==> src/rtl/keypad_pkg.sv <==
// keypad_pkg: shared types and constants for the 4x4 keypad scanner.
// Holds the FSM state encoding, matrix size, key code map and column decoder.
package keypad_pkg;

    // Values double as the PresentStateFlag encoding.
    typedef enum logic [1:0] {
        ST_SCAN     = 2'd0,
        ST_DEBOUNCE = 2'd1,
        ST_PRESSED  = 2'd2,
        ST_RELEASE  = 2'd3
    } state_e;

    localparam int NUM_ROWS = 4;
    localparam int NUM_COLS = 4;

    // Indexed by {row, col}; entry 15 (r3,c3) is listed first.
    localparam logic [15:0][3:0] CODE_LUT = {
        4'hD, 4'hF, 4'h0, 4'hE,
        4'hC, 4'h9, 4'h8, 4'h7,
        4'hB, 4'h6, 4'h5, 4'h4,
        4'hA, 4'h3, 4'h2, 4'h1
    };

    typedef struct packed {
        logic       valid;
        logic [1:0] idx;
    } col_hit_t;

    // Exactly one low column is a key; none or several is no key.
    function automatic col_hit_t onehot_low(input logic [3:0] col);
        col_hit_t h;
        h.valid = 1'b1;
        h.idx   = 2'd0;
        case (col)
            4'b1110: h.idx = 2'd0;
            4'b1101: h.idx = 2'd1;
            4'b1011: h.idx = 2'd2;
            4'b0111: h.idx = 2'd3;
            default: h.valid = 1'b0;
        endcase
        return h;
    endfunction

endpackage

==> src/rtl/keypad_if.sv <==
// keypad_if: key code link from the scanner to the system control unit.
// KeypadData/dav from master; ack from slave when KEYPAD_ACK_EN is defined.
interface keypad_if;
    import keypad_pkg::*;

    logic [3:0] KeypadData;
    logic       dav;
`ifdef KEYPAD_ACK_EN
    logic       ack;

    modport master (output KeypadData, output dav, input ack);
    modport slave  (input KeypadData, input dav, output ack);
`else
    modport master (output KeypadData, output dav);
    modport slave  (input KeypadData, input dav);
`endif

endinterface

==> src/rtl/keypad_sync.sv <==
// keypad_sync: 2-flop synchronizer for the asynchronous column inputs.
// Ports: clk_i, rst_i (sync, active-high), d_i raw columns, q_o synced columns.
module keypad_sync
    import keypad_pkg::*;
(
    input  logic                clk_i,
    input  logic                rst_i,
    input  logic [NUM_COLS-1:0] d_i,
    output logic [NUM_COLS-1:0] q_o
);

    logic [NUM_COLS-1:0] s1_q;
    logic [NUM_COLS-1:0] s2_q;

    // Reset to all-high so no key is seen while leaving reset.
    always_ff @(posedge clk_i) begin
        if (rst_i) begin
            s1_q <= '1;
            s2_q <= '1;
        end else begin
            s1_q <= d_i;
            s2_q <= s1_q;
        end
    end

    assign q_o = s2_q;

endmodule

==> src/rtl/keypad_scanner.sv <==
// keypad_scanner: scans a 4x4 keypad, debounces press/release, holds dav level.
// Ports: clock50MHz, reset, RowOut, ColIn, PresentStateFlag, kp (keypad_if.master).
// Optional: KEYPAD_ACK_EN adds kp.ack, which clears dav while PRESSED.
module keypad_scanner
    import keypad_pkg::*;
#(
    parameter int SCAN_DIV     = 50000,
    parameter int DEBOUNCE_CNT = 1000000
) (
    input  logic                clock50MHz,
    input  logic                reset,
    output logic [NUM_ROWS-1:0] RowOut,
    input  logic [NUM_COLS-1:0] ColIn,
    output logic [1:0]          PresentStateFlag,
    keypad_if.master            kp
);

    localparam int DW = (SCAN_DIV > 1) ? $clog2(SCAN_DIV) : 1;
    localparam int CW = (DEBOUNCE_CNT > 1) ? $clog2(DEBOUNCE_CNT) : 1;
    localparam logic [DW-1:0] DWELL_MAX = DW'(SCAN_DIV - 1);
    localparam logic [CW-1:0] CNT_MAX   = CW'(DEBOUNCE_CNT - 1);

    state_e              state_q;
    logic [1:0]          row_q;
    logic [DW-1:0]       dwell_q;
    logic [CW-1:0]       cnt_q;
    logic [NUM_COLS-1:0] colpat_q;
    logic [1:0]          colidx_q;
    logic [3:0]          data_q;
    logic                dav_q;

    logic [NUM_COLS-1:0] col_s;
    col_hit_t            hit_d;
    logic [1:0]          row_inc_d;

    keypad_sync u_sync (
        .clk_i (clock50MHz),
        .rst_i (reset),
        .d_i   (ColIn),
        .q_o   (col_s)
    );

    assign hit_d     = onehot_low(col_s);
    assign row_inc_d = row_q + 2'd1;

    always_ff @(posedge clock50MHz) begin
        if (reset) begin
            state_q  <= ST_SCAN;
            row_q    <= 2'd0;
            dwell_q  <= '0;
            cnt_q    <= '0;
            colpat_q <= '1;
            colidx_q <= 2'd0;
            data_q   <= 4'h0;
            dav_q    <= 1'b0;
        end else begin
            unique case (state_q)
                ST_SCAN: begin
                    if (dwell_q == DWELL_MAX) begin
                        dwell_q <= '0;
                        if (hit_d.valid) begin
                            colpat_q <= col_s;
                            colidx_q <= hit_d.idx;
                            cnt_q    <= '0;
                            state_q  <= ST_DEBOUNCE;
                        end else begin
                            row_q <= row_inc_d;
                        end
                    end else begin
                        dwell_q <= dwell_q + DW'(1);
                    end
                end
                ST_DEBOUNCE: begin
                    if (col_s == colpat_q) begin
                        if (cnt_q == CNT_MAX) begin
                            data_q  <= CODE_LUT[{row_q, colidx_q}];
                            dav_q   <= 1'b1;
                            state_q <= ST_PRESSED;
                        end else begin
                            cnt_q <= cnt_q + CW'(1);
                        end
                    end else begin
                        row_q   <= row_inc_d;
                        dwell_q <= '0;
                        state_q <= ST_SCAN;
                    end
                end
                ST_PRESSED: begin
                    if (col_s == '1) begin
                        cnt_q   <= '0;
                        state_q <= ST_RELEASE;
                    end
`ifdef KEYPAD_ACK_EN
                    if (kp.ack && dav_q) begin
                        dav_q <= 1'b0;
                    end
`endif
                end
                ST_RELEASE: begin
                    // A low column restarts the release count.
                    if (col_s == '1) begin
                        if (cnt_q == CNT_MAX) begin
                            dav_q   <= 1'b0;
                            row_q   <= 2'd0;
                            dwell_q <= '0;
                            state_q <= ST_SCAN;
                        end else begin
                            cnt_q <= cnt_q + CW'(1);
                        end
                    end else begin
                        cnt_q <= '0;
                    end
                end
                default: state_q <= ST_SCAN;
            endcase
        end
    end

    assign RowOut           = ~(4'b0001 << row_q);
    assign PresentStateFlag = state_q;
    assign kp.KeypadData    = data_q;
    assign kp.dav           = dav_q;

endmodule

==> src/flat_wrapper.sv <==
// flat-port wrapper written by rule: the top's interface ports become plain ports
module keypad_scanner_flat import keypad_pkg::*;
#(
    parameter int SCAN_DIV     = 50000,
    parameter int DEBOUNCE_CNT = 1000000
)
  (clock50MHz, reset, RowOut, ColIn, PresentStateFlag, kp_KeypadData, kp_dav);
  keypad_if kp_i ();
  input  logic clock50MHz;
  input  logic reset;
  output logic [NUM_ROWS-1:0] RowOut;
  input  logic [NUM_COLS-1:0] ColIn;
  output logic [1:0] PresentStateFlag;
  output wire logic [$bits(kp_i.KeypadData)-1:0] kp_KeypadData;
  output wire logic [$bits(kp_i.dav)-1:0] kp_dav;
  assign kp_KeypadData = kp_i.KeypadData;
  assign kp_dav = kp_i.dav;
  keypad_scanner #(.SCAN_DIV(SCAN_DIV), .DEBOUNCE_CNT(DEBOUNCE_CNT)) u_core (.clock50MHz(clock50MHz), .reset(reset), .RowOut(RowOut), .ColIn(ColIn), .PresentStateFlag(PresentStateFlag), .kp(kp_i));
endmodule
==> config.mk <==
export PLATFORM = sky130hd
export DESIGN_NAME = keypad_scanner_flat
export DESIGN_NICKNAME = d
export VERILOG_FILES = /design/src/rtl/keypad_pkg.sv /design/src/rtl/keypad_if.sv /design/src/rtl/keypad_sync.sv /design/src/rtl/keypad_scanner.sv /design/src/flat_wrapper.sv
export SDC_FILE = /design/constraint.sdc
export NUM_CORES = 1
export LEC_CHECK = 0
export ABC_AREA = 1
export CORE_AREA = 2 2 86 88
export CTS_CLUSTER_DIAMETER = 150
export DETAILED_ROUTE_END_ITERATION = 10
export DIE_AREA = 0 0 88 90
export DONT_BUFFER_PORTS = 1
export PLACE_DENSITY_LB_ADDON = 0.15
export SETUP_SLACK_MARGIN = 0.4
export SLEW_MARGIN = 10
export SYNTH_ARGS = -nofsm -noshare
export SYNTH_HDL_FRONTEND = slang
export SYNTH_SLANG_ARGS = --single-unit
export TNS_END_PERCENT = 5
==> constraint.sdc <==
create_clock -name clock50MHz -period 1.65 [get_ports clock50MHz]
set_clock_uncertainty 0.05 [all_clocks]
set_input_delay 0.33 -clock clock50MHz [delete_from_list [all_inputs] [get_ports clock50MHz]]
set_output_delay 0.33 -clock clock50MHz [all_outputs]
set_load 0.05 [all_outputs]
==> results of run 1 <==
## metrics by stage
| step | cell area (sq um) | instances | utilization [%] | hold WS [ns] |
|---|---|---|---|---|
| 4_1_cts | 5180 | 817 | 73.8 | -0.0276 |
| 5_1_grt | 5340 | 818 | 76.0 | -0.0338 |
| 3_5_place_dp | 4570 | 787 | 65.1 | 0.343 |
| 6_report | 5340 | 818 | 76.0 | -0.0214 |
| 3_3_place_gp | 4570 | 787 | 65.1 | 0.341 |
| 2_1_floorplan | 4020 | 638 | - | 0.339 |
## placed cells by master, fill, tap and decap left out, types with 2 or more instances in the layout
master	n
nand2_1	165
nor2_1	69
buf_4	64
inv_1	57
nand3_1	48
dfxtp_1	36
a21oi_1	28
nand2_2	24
o21ai_0	24
nand4_1	22
dfxtp_2	17
a21oi_2	16
nor2_2	11
clkbuf_8	11
or2_2	9
buf_6	9
inv_2	8
nor2_4	8
nand3_2	8
nand2_4	8
nor3_1	6
ha_4	6
buf_12	6
dfxtp_4	6
inv_4	5
o21ai_1	5
ha_1	5
xnor2_1	4
xor2_1	4
a31oi_1	3
o21bai_1	3
clkinvlp_4	2
nand3_4	2
nor3_2	2
and2_1	2
clkinv_2	2
buf_16	2
## worst register-to-register path, stage by stage, from the launching register on
cell and delay, ns:
dfxtp_2 0.34, inv_1 0.08, nor2_1 0.13, nand3_2 0.15, nor2_4 0.18, nand3_2 0.11, nand2_4 0.13, nand2_8 0.14
buf_6 0.17, nand2_1 0.08, a21oi_2 0.06
## final cells by class
class                           instances  share of cell area, %
Timing Repair Buffer                   82                   14.5
Clock inverter                          4                  0.492
Inverter                               75                   6.12
Multi-Input combinational cell        488                   50.8
Clock buffer                           11                   2.84
Sequential cell                        59                   22.9
Tap cell                               99                   2.32
## sequential cells by signal (all words and copies together), names as in the netlist, named ones only
name                     flops
u_core.PresentStateFlag      1
u_core.cnt_q                20
u_core.colidx_q              2
u_core.colpat_q              4
u_core.dwell_q              16
u_core.kp.KeypadData         4
u_core.kp.dav                1
u_core.row_q                 2
u_core.u_sync.q_o            4
u_core.u_sync.s1_q           4
## per-layer routing
metal	part of all wire, %	routed length [um]	GRT usage [%]
met5	0	0	0
met4	3.0	354	13.5
met3	6.2	718	5.42
met2	49	5690	50.4
met1	42	4900	35.8
## how the worst min path moves through the flow
stage | depth (start not counted) | endpoint | slack [ns]
2_1_floorplan | 1 | u_core.u_sync.q_o[0] | 0.34
3_3_place_gp | 1 | u_core.u_sync.q_o[3] | 0.34
3_5_place_dp | 1 | u_core.u_sync.q_o[2] | 0.34
4_1_cts | 1 | u_core.cnt_q[3] | -0.03
5_1_grt | 1 | u_core.cnt_q[6] | -0.03
6_report | 1 | u_core.cnt_q[6] | -0.02
## cells by family after synthesis
kind of cell             share of synthesized area, %
AO/OA/AOI/OAI                                    11.6
XOR/XNOR                                         1.77
adder cells (fa/ha/maj)                          3.47
buffers and inverters                            9.93
flip-flops                                       29.8
AND/OR/NAND/NOR                                  43.5
## power groups by stage
| stage | Sequential [W] | Combinational, W | Clock (W) |
|---|---|---|---|
| 2_1_floorplan | 0.00148 | 0.0000882 | 0 |
| 3_3_place_gp | 0.00148 | 0.0000985 | 0 |
| 3_5_place_dp | 0.00148 | 0.000100 | 0 |
| 4_1_cts | 0.00145 | 0.000106 | 0.00125 |
| 5_1_grt | 0.00145 | 0.000124 | 0.00131 |
| 6_report | 0.00145 | 0.000113 | 0.00123 |
## what timing repair did
| action | 4_1_cts | 5_1_grt |
|---|---|---|
| gates resized for setup | 87 | 45 |
| endpoints found under the hold margin | 28 | 26 |
| cloned | 2 | 0 |
| pin swaps | 29 | 22 |
| buffers inserted | 13 | 1 |
| endpoints found under the setup margin | 62 | 58 |
==> metrics.md, run 1 <==
| Metric | Value |
|---|---|
| Setup WS pre-CTS | `-0.0373 ns` |
| Via count | `4431` |
| Combinational fraction of design power | `4.0%` |
| Ys async rst share | `0%` |
| Worst-path clk slew | `0.08 ns` |
| Hold Path Origin | `reset` |
| Max Cap Viol | `0` |
| Syn avg cell area | `6.22 sq um` |
| Antenna violation net count after detailed routing | `0` |
| Ratio of final minimum period to clock period | `103%` |
| Leading area contributor after synthesis | `dfxtp_1` |
| Worst Max-Slew Pin Slew | `0.563 ns` |
| Diodes inserted | `0` |
| Fin. Hold Viols | `4` |
| Yosys reg bits | `59` |
| Per-cell routed wire length | `14.3 um` |
| Boundary Pins | `17` |
| Post-Route WL | `11700 um` |
| Endpoints failing setup | `22` |
| CP required | `1.84 ns` |
| Num CTS Buffers | `9` |
| Final setup margin | `-0.0506 ns` |
| Post-synth top area share | `29.8%` |
| Die area | `7920 sq um` |
| Netlist cell types | `37` |
| Syn-to-layout area delta | `34.5%` |
| Setup slack, reg-to-reg | `-0.05 ns` |
| Crit-path max cell delay | `0.34 ns` |
| Status | `finished with violations` |
| GRT overflow | `0` |
| Critical Path AT | `1.89 ns` |
| Worst path cell trace | `inv_1 > nor2_1 > nand3_2 > nor2_4 > nand3_2 > nand2_4 > nand2_8 > buf_6 > nand2_1 > a21oi_2` |
| Chip width | `88 um` |
| 1st-iter DRT viols | `322` |
| Worst path bufs/invs | `2` |
| Starting Density | `56.5%` |
| Worst Setup EP | `u_core.dwell_q[11]` |
| Failing checks | `hold timing, setup timing` |
| Synth top area cells | `dfxtp_1 (30%), nand2_1 (17%), nor2_1 (7.8%)` |
| Slowest cell on crit path | `dfxtp_2` |
| Post-layout nets | `732` |
| Hpwl dp | `7550 um` |
| Total Power | `0.00279 W` |
| Worst path depth | `10` |
| Worst r2r dst | `u_core.dwell_q[11]` |
| Worst-path fanout max | `16` |
| Synth Warn # | `0` |
| Fin Setup TNS | `-0.485 ns` |
| Clock Sinks | `59` |
| Sequential share of power | `51.9%` |
| Max-slew headroom | `62.4%` |
| Die height | `90 um` |
| FILL cells | `516` |
| Port Buffer Count | `0` |
| Worst-Skew Late Latency | `0.35 ns` |
| Worst Hold Class | `in2reg` |
| RSZ-0062 raised after global routing | `yes` |
| Slew Limit Fails | `0` |
| Register area share after synthesis | `29.8%` |
| Vias per inst | `5.42` |
| Leakage | `2.26 nW` |
| Initial antenna violation count | `0` |
| Delay-heaviest family, CP | `simple AND/OR/NAND/NOR gates` |
| Switching power | `0.000698 W` |
| Clock share of power | `44.1%` |
| Most frequent cell after synthesis | `nand2_1` |
| Number of global-route vias before repair | `4223` |
| CTS max path bufs | `2` |
| Top cell by count, worst path | `nand3_2` |
| Hold WS | `-0.0214 ns` |
| Depth of the most critical reg-to-reg path | `10` |
| Fmax | `588 MHz` |
| RR Startpoint | `u_core.cnt_q[19]` |
| Area occupied by registers | `1220 sq um` |
| Post-Synthesis Cells | `638` |
| Synth Flop Type | `dfxtp_1` |
| Root buffer cell | `clkbuf_8` |
| All-Layer GR Usage | `29.7%` |
| PD cells | `523 nW/um^2` |
| Cell row count | `31` |
| EDFF count, synth | `0` |
| Placer Congestion | `0.958` |
| Area of the multi-input gates | `2710 sq um` |
| Mapped Nets | `655` |
| Post-synth top cells | `nand2_1 (183), nor2_1 (82), inv_1 (67)` |
| First-pass GRT wire length | `18900 um` |
| Switch share | `25.0%` |
| CTS tree | `yes` |
| Synthesized cell area | `3970 sq um` |
| Layout cells sized above 1 | `32.5%` |
| P_int | `0.00209 W` |
| CP startpoint | `u_core.cnt_q[19]` |
| Core ar. | `7020 sq um` |
| Largest net degree at the start of global routing | `44` |
| Setup CP Type | `reg2reg` |
| Post-route minimum period | `1.70 ns` |
| Peak supply drop | `0.558 mV` |
| Pre-antenna DRT Iters | `5` |
| CP endpoint kind | `register` |
| CTS H-Tree Depth | `3` |
| CP Launch Type | `register` |
| Number of remaining DRC errors | `0` |
Note: power is estimated with default switching activity, not from simulation.
==> run 2: changes to the inputs <==
--- a/config.mk
+++ b/config.mk
@@ -6,10 +6,10 @@
 export NUM_CORES = 1
 export LEC_CHECK = 0
 export ABC_AREA = 1
-export CORE_AREA = 2 2 86 88
+export CORE_AREA = 2 2 79 96
 export CTS_CLUSTER_DIAMETER = 150
 export DETAILED_ROUTE_END_ITERATION = 10
-export DIE_AREA = 0 0 88 90
+export DIE_AREA = 0 0 81 98
 export DONT_BUFFER_PORTS = 1
 export PLACE_DENSITY_LB_ADDON = 0.15
 export SETUP_SLACK_MARGIN = 0.4
==> run 2 against run 1 <==
Net effect: the flow still finishes with violations (hold timing, setup timing); die area grew 0.23%; register-to-register slack gained 0.03 ns; clock power grew 31%; maximum frequency up 1.6%; sequential share of layout area up 0.12 points; core utilization is 1.3 points lower; critical path depth grew 2; non-clock buffer count fell by 5; largest cell class unchanged; largest power group is now clock.
==> metrics.md, run 2 (same netlist as run 1, synthesis figures left out) <==
| Metric | Value |
|---|---|
| Die height | `98 um` |
| CTS H-Tree Depth | `3` |
| Hpwl dp | `8160 um` |
| Number of remaining DRC errors | `0` |
| Syn-to-layout area delta | `33.0%` |
| Top cell by count, worst path | `nand2_2` |
| Num CTS Buffers | `9` |
| Critical Path AT | `1.90 ns` |
| Vias per inst | `5.62` |
| Diodes inserted | `0` |
| Slowest cell on crit path | `dfxtp_1` |
| Fin. Hold Viols | `6` |
| Status | `finished with violations` |
| Root buffer cell | `clkbuf_8` |
| Fmax | `597 MHz` |
| Max Cap Viol | `0` |
| Ratio of final minimum period to clock period | `101%` |
| Worst Max-Slew Pin Slew | `0.579 ns` |
| Die area | `7940 sq um` |
| Post-layout nets | `727` |
| Final Non-Filler Cells | `805` |
| Endpoints failing setup | `16` |
| Inst Count DP | `784` |
| Hold WS | `-0.00888 ns` |
| FILL cells | `565` |
| Setup CP Type | `reg2reg` |
| RSZ-0062 raised after global routing | `yes` |
| Most common cell after layout, fill and taps aside | `nand2_1` |
| Slew Limit Fails | `0` |
| Post-Route WL | `12000 um` |
| Worst Hold Class | `in2reg` |
| Fin Setup TNS | `-0.135 ns` |
| Port Buffer Count | `0` |
| PD cells | `605 nW/um^2` |
| Via count | `4522` |
| 1st-iter DRT viols | `226` |
| CP required | `1.87 ns` |
| CTS max path bufs | `2` |
| Boundary Pins | `17` |
| Failing checks | `hold timing, setup timing` |
| Most frequent cells in the layout | `nand2_1 (173), nor2_1 (65), buf_4 (65), inv_1 (60), nand3_1 (49)` |
| Largest net degree at the start of global routing | `44` |
| Number of global-route vias before repair | `4428` |
| Starting Density | `56.2%` |
| CP endpoint kind | `register` |
| Post-route minimum period | `1.67 ns` |
| Pre-antenna DRT Iters | `8` |
| Core ar. | `7060 sq um` |
| Leakage | `2.26 nW` |
| Most flops, register | `u_core.cnt_q` |
| Setup WS pre-CTS | `-0.0847 ns` |
| Max reg flops | `20` |
| GRT overflow | `0` |
| Layout cells sized above 1 | `31.0%` |
| Worst-path fanout max | `8` |
| Initial antenna violation count | `0` |
| First-pass GRT wire length | `19600 um` |
| Worst-Skew Late Latency | `0.34 ns` |
| CP Launch Type | `register` |
| Per-cell routed wire length | `14.9 um` |
| Antenna violation net count after detailed routing | `0` |
| Chip width | `81 um` |
| Max-slew headroom | `61.4%` |
| Final setup margin | `-0.0239 ns` |
| Placer Congestion | `0.982` |
| Cell row count | `34` |
| Worst path cell trace | `nand2_2 > inv_2 > nand2_1 > nor2_2 > nand2_4 > nand2_2 > nand2_2 > nor2_4 > buf_12 > buf_8 > nand2_1 > a21oi_2` |
| Peak supply drop | `0.485 mV` |
| Worst-path clk slew | `0.07 ns` |
| Total Power | `0.00319 W` |
| All-Layer GR Usage | `31.3%` |
| CTS tree | `yes` |
| Clock Sinks | `59` |
| Crit-path max cell delay | `0.35 ns` |
| Top flop regs | `u_core.cnt_q (20), u_core.dwell_q (16)` |
-- run 2: through the flow --
step	utilization [%]	instance area, sq um
after global placement	65.4	4620
after detailed placement	65.4	4620
final	74.7	5280
after floorplan	-	4020
after global routing	74.7	5280
after CTS	72.4	5110
-- run 2: critical path: cells and delay by family (launching register included) --
kind | cells | cell delay, ns
compound gates | 1 | 0.12
buf+inv | 3 | 0.35
flops | 1 | 0.35
simple gates | 8 | 0.73
-- run 2: layer usage --
metal / global-route usage (%) / vias up / routed length [um]
met5: 0 / - / 0
met4: 19.7 / 0 / 743
met3: 5.55 / 70 / 454
met2: 57.2 / 164 / 6400
met1: 31.8 / 2094 / 4370
li1: - / 2194 / -
-- run 2: path summary, 6_finish.rpt --
| kind | start | endpoint | slack [ns] | depth (start not counted) |
|---|---|---|---|---|
| hold / removal | reset | u_core.cnt_q[3] | -0.009 | 1 |
| hold reg to reg | u_core.u_sync.s1_q[0] | u_core.u_sync.q_o[0] | 0.36 | 1 |
| setup reg to reg | u_core.dwell_q[8] | u_core.cnt_q[5] | -0.02 | 12 |
| setup / recovery | u_core.dwell_q[8] | u_core.cnt_q[5] | -0.02 | 12 |
-- run 2: layout make-up --
| cell class | instances | area [sq um] | area share, % |
|---|---|---|---|
| clock buffers | 13 | 170 | 3.22 |
| repair buffers | 77 | 699 | 13.3 |
| clock inverters | 3 | 67.6 | 1.28 |
| inverters | 75 | 317 | 6.00 |
| flip-flops and latches | 59 | 1220 | 23.1 |
| multi-input cells | 488 | 2690 | 51.0 |
| well taps | 90 | 113 | 2.13 |
-- run 2: repair_timing --
| action | CTS | global route |
|---|---|---|
| endpoints found under the hold margin | 20 | 22 |
| gates resized for setup | 65 | 51 |
| setup buffers | 4 | 0 |
| setup endpoints to repair | 62 | 58 |
| gates cloned | 1 | 0 |
| pin swaps | 27 | 15 |
-- run 2: power breakdown --
| group | internal [W] | total, W | switching (W) | leakage [nW] |
|---|---|---|---|---|
| logic | 0.0000576 | 0.000133 | 0.0000757 | 1.66 |
| clock network | 0.000986 | 0.00161 | 0.000624 | 0.115 |
| registers | 0.00144 | 0.00145 | 0.0000143 | 0.486 |
| total | 0.00248 | 0.00319 | 0.000714 | 2.26 |
==> run 3: changes to the inputs <==
--- a/config.mk
+++ b/config.mk
@@ -6,11 +6,13 @@
 export NUM_CORES = 1
 export LEC_CHECK = 0
 export ABC_AREA = 1
-export CORE_AREA = 2 2 79 96
+export CORE_AREA = 2 2 119 144
+export CTS_BUF_LIST = sky130_fd_sc_hd__clkbuf_16
 export CTS_CLUSTER_DIAMETER = 150
 export DETAILED_ROUTE_END_ITERATION = 10
-export DIE_AREA = 0 0 81 98
+export DIE_AREA = 0 0 121 146
 export DONT_BUFFER_PORTS = 1
+export GPL_ROUTABILITY_DRIVEN = 0
 export PLACE_DENSITY_LB_ADDON = 0.15
 export SETUP_SLACK_MARGIN = 0.4
 export SLEW_MARGIN = 10
==> run 3 against run 2 <==
Net effect: the flow now finishes without violations; clock power increased by 25%; flip-flop and latch count unchanged; core utilization decreased by 40 points; critical endpoint is now u_core.dwell_q[4]; largest cell class unchanged; largest power group unchanged.
==> metrics.md, run 3 (same netlist as run 1, synthesis figures left out) <==
| Metric | Value |
|---|---|
| Pre-antenna DRT Iters | `4` |
| Most common cell after layout, fill and taps aside | `nand2_1` |
| Num CTS Buffers | `9` |
| Cell row count | `51` |
| Number of remaining DRC errors | `0` |
| Ratio of final minimum period to clock period | `99.7%` |
| Clock share of power | `55.6%` |
| Switch share | `22.4%` |
| Worst-path clk slew | `0.05 ns` |
| Endpoints failing setup | `0` |
| Max-slew headroom | `62.4%` |
| Clock Sinks | `59` |
| Max reg flops | `20` |
| P_int | `0.00280 W` |
| Peak supply drop | `0.469 mV` |
| CP endpoint kind | `register` |
| Post-Route WL | `12800 um` |
| PD cells | `645 nW/um^2` |
| Die area | `17700 sq um` |
| Post-layout nets | `747` |
| CP Launch Type | `register` |
| Met3 wire length | `333 um` |
| Fin Setup TNS | `0 ns` |
| CP required | `1.83 ns` |
| GRT overflow | `0` |
| 1st-iter DRT viols | `255` |
| Worst Max-Slew Pin Slew | `0.564 ns` |
| Top flop regs | `u_core.cnt_q (20), u_core.dwell_q (16)` |
| Via count | `4284` |
| Slew Limit Fails | `0` |
| RSZ-0062 raised after global routing | `yes` |
| Per-cell routed wire length | `13.5 um` |
| Combinational fraction of design power | `4.3%` |
| Max Cap Viol | `0` |
| CTS H-Tree Depth | `3` |
| Die height | `146 um` |
| Root buffer cell | `clkbuf_16` |
| CTS tree | `yes` |
| Largest net degree at the start of global routing | `25` |
| Post-route minimum period | `1.64 ns` |
| Syn-to-layout area delta | `41.2%` |
| Vias per inst | `4.52` |
| Initial antenna violation count | `0` |
| Number of global-route vias before repair | `4379` |
| CTS max path bufs | `2` |
| Core ar. | `16100 sq um` |
| Starting Density | `24.6%` |
| Met2 wire len | `6670 um` |
| Leakage | `2.37 nW` |
| Port Buffer Count | `0` |
| All-Layer GR Usage | `15.4%` |
| Critical Path AT | `1.83 ns` |
| Most flops, register | `u_core.cnt_q` |
| Most frequent cells in the layout | `nand2_1 (171), buf_4 (85), nor2_1 (72), inv_1 (60), nand3_1 (50)` |
| Routed metal-1 wirelength | `5470 um` |
| Worst-Skew Late Latency | `0.34 ns` |
| Switching power | `0.000810 W` |
| Uppermost routed layer | `met4` |
| # hold bufs at CTS | `1` |
| Worst Hold Class | `in2reg` |
| Status | `completed` |
| Hpwl dp | `9120 um` |
| Chip width | `121 um` |
| Diodes inserted | `0` |
| Antenna violation net count after detailed routing | `0` |
| Sequential share of power | `40.1%` |
| Total Power | `0.00361 W` |
| Worst-path fanout max | `9` |
| Fin. Hold Viols | `0` |
| First-pass GRT wire length | `21500 um` |
| Fmax | `608 MHz` |
| Boundary Pins | `17` |
| Setup CP Type | `reg2reg` |
| Layout cells sized above 1 | `31.4%` |
## run 3: cell types whose count changed in the layout (fill, tap and decap cells not counted), moves of 3 or more
cell / before / now
dfxtp_2: 17 / 14
clkbuf_8: 10 / 0
buf_4: 65 / 85
clkbuf_16: 1 / 9
nand2_2: 14 / 19
nor2_2: 13 / 8
nor2_1: 65 / 72
o21ai_1: 4 / 7
ha_4: 3 / 6
## run 3: cell type report
class / count / area, sq um
clock buffers: 9 / 225
clock inverters: 7 / 83.8
fillers: 1725 / 10500
inverters: 75 / 323
multi-input cells: 489 / 2680
flip-flops and latches: 59 / 1220
well taps: 212 / 265
repair buffers: 96 / 810
## run 3: final timing paths
check / from / endpoint / slack (ns) / cells past startpoint
worst max-delay path: u_core.cnt_q[0] / u_core.dwell_q[4] / 0.006 / 11
worst min-delay path: reset / u_core.dwell_q[13] / 0.005 / 1
worst max register to register: u_core.cnt_q[0] / u_core.dwell_q[4] / 0.006 / 11
worst min register to register: u_core.u_sync.s1_q[3] / u_core.u_sync.q_o[3] / 0.36 / 1
## run 3: layer usage
| metal | up-vias | track usage (%) |
|---|---|---|
| met3 | 24 | 3.53 |
| li1 | 2238 | - |
| met4 | 0 | 6.05 |
| met2 | 42 | 27.6 |
| met1 | 1980 | 17.5 |
| met5 | - | 0 |
## run 3: power groups by stage
stage	logic (W)	registers, W	clock network (W)
2_1_floorplan	0.0000882	0.00148	0
5_1_grt	0.000171	0.00145	0.00214
3_3_place_gp	0.000124	0.00148	0
3_5_place_dp	0.000125	0.00148	0
6_report	0.000154	0.00145	0.00201
4_1_cts	0.000154	0.00145	0.00207
## run 3: metrics by stage
step | cell area [sq um] | setup WS [ns] | utilization (%) | hold slack [ns] | instances
finish | 5600 | 0.00559 | 34.7 | 0.00497 | 947
global route | 5600 | -0.111 | 34.7 | -0.00973 | 947
CTS | 5500 | -0.00169 | 34.1 | 0.000271 | 947
detailed placement | 4890 | -0.121 | 30.3 | 0.352 | 924
global placement | 4890 | -0.134 | 30.3 | 0.358 | 924
floorplan | 4020 | 0.0939 | - | 0.339 | 638
## run 3: repair_timing
action	4_1_cts	5_1_grt
endpoints found under the setup margin	62	57
endpoints found under the hold margin	20	2
gates resized for setup	78	29
pin swaps	26	11
setup buffers	4	0
gates cloned	2	0
## run 3: worst max-delay path: stages, from the launching register on
cell	delay, ns
dfxtp_2	0.35
ha_4	0.14
nand2_4	0.06
inv_4	0.07
nand3_4	0.08
nor2_4	0.13
nand3_2	0.10
nand2_4	0.14
nand2_8	0.12
nand2_1	0.11
nand2_1	0.07
o21a_1	0.10
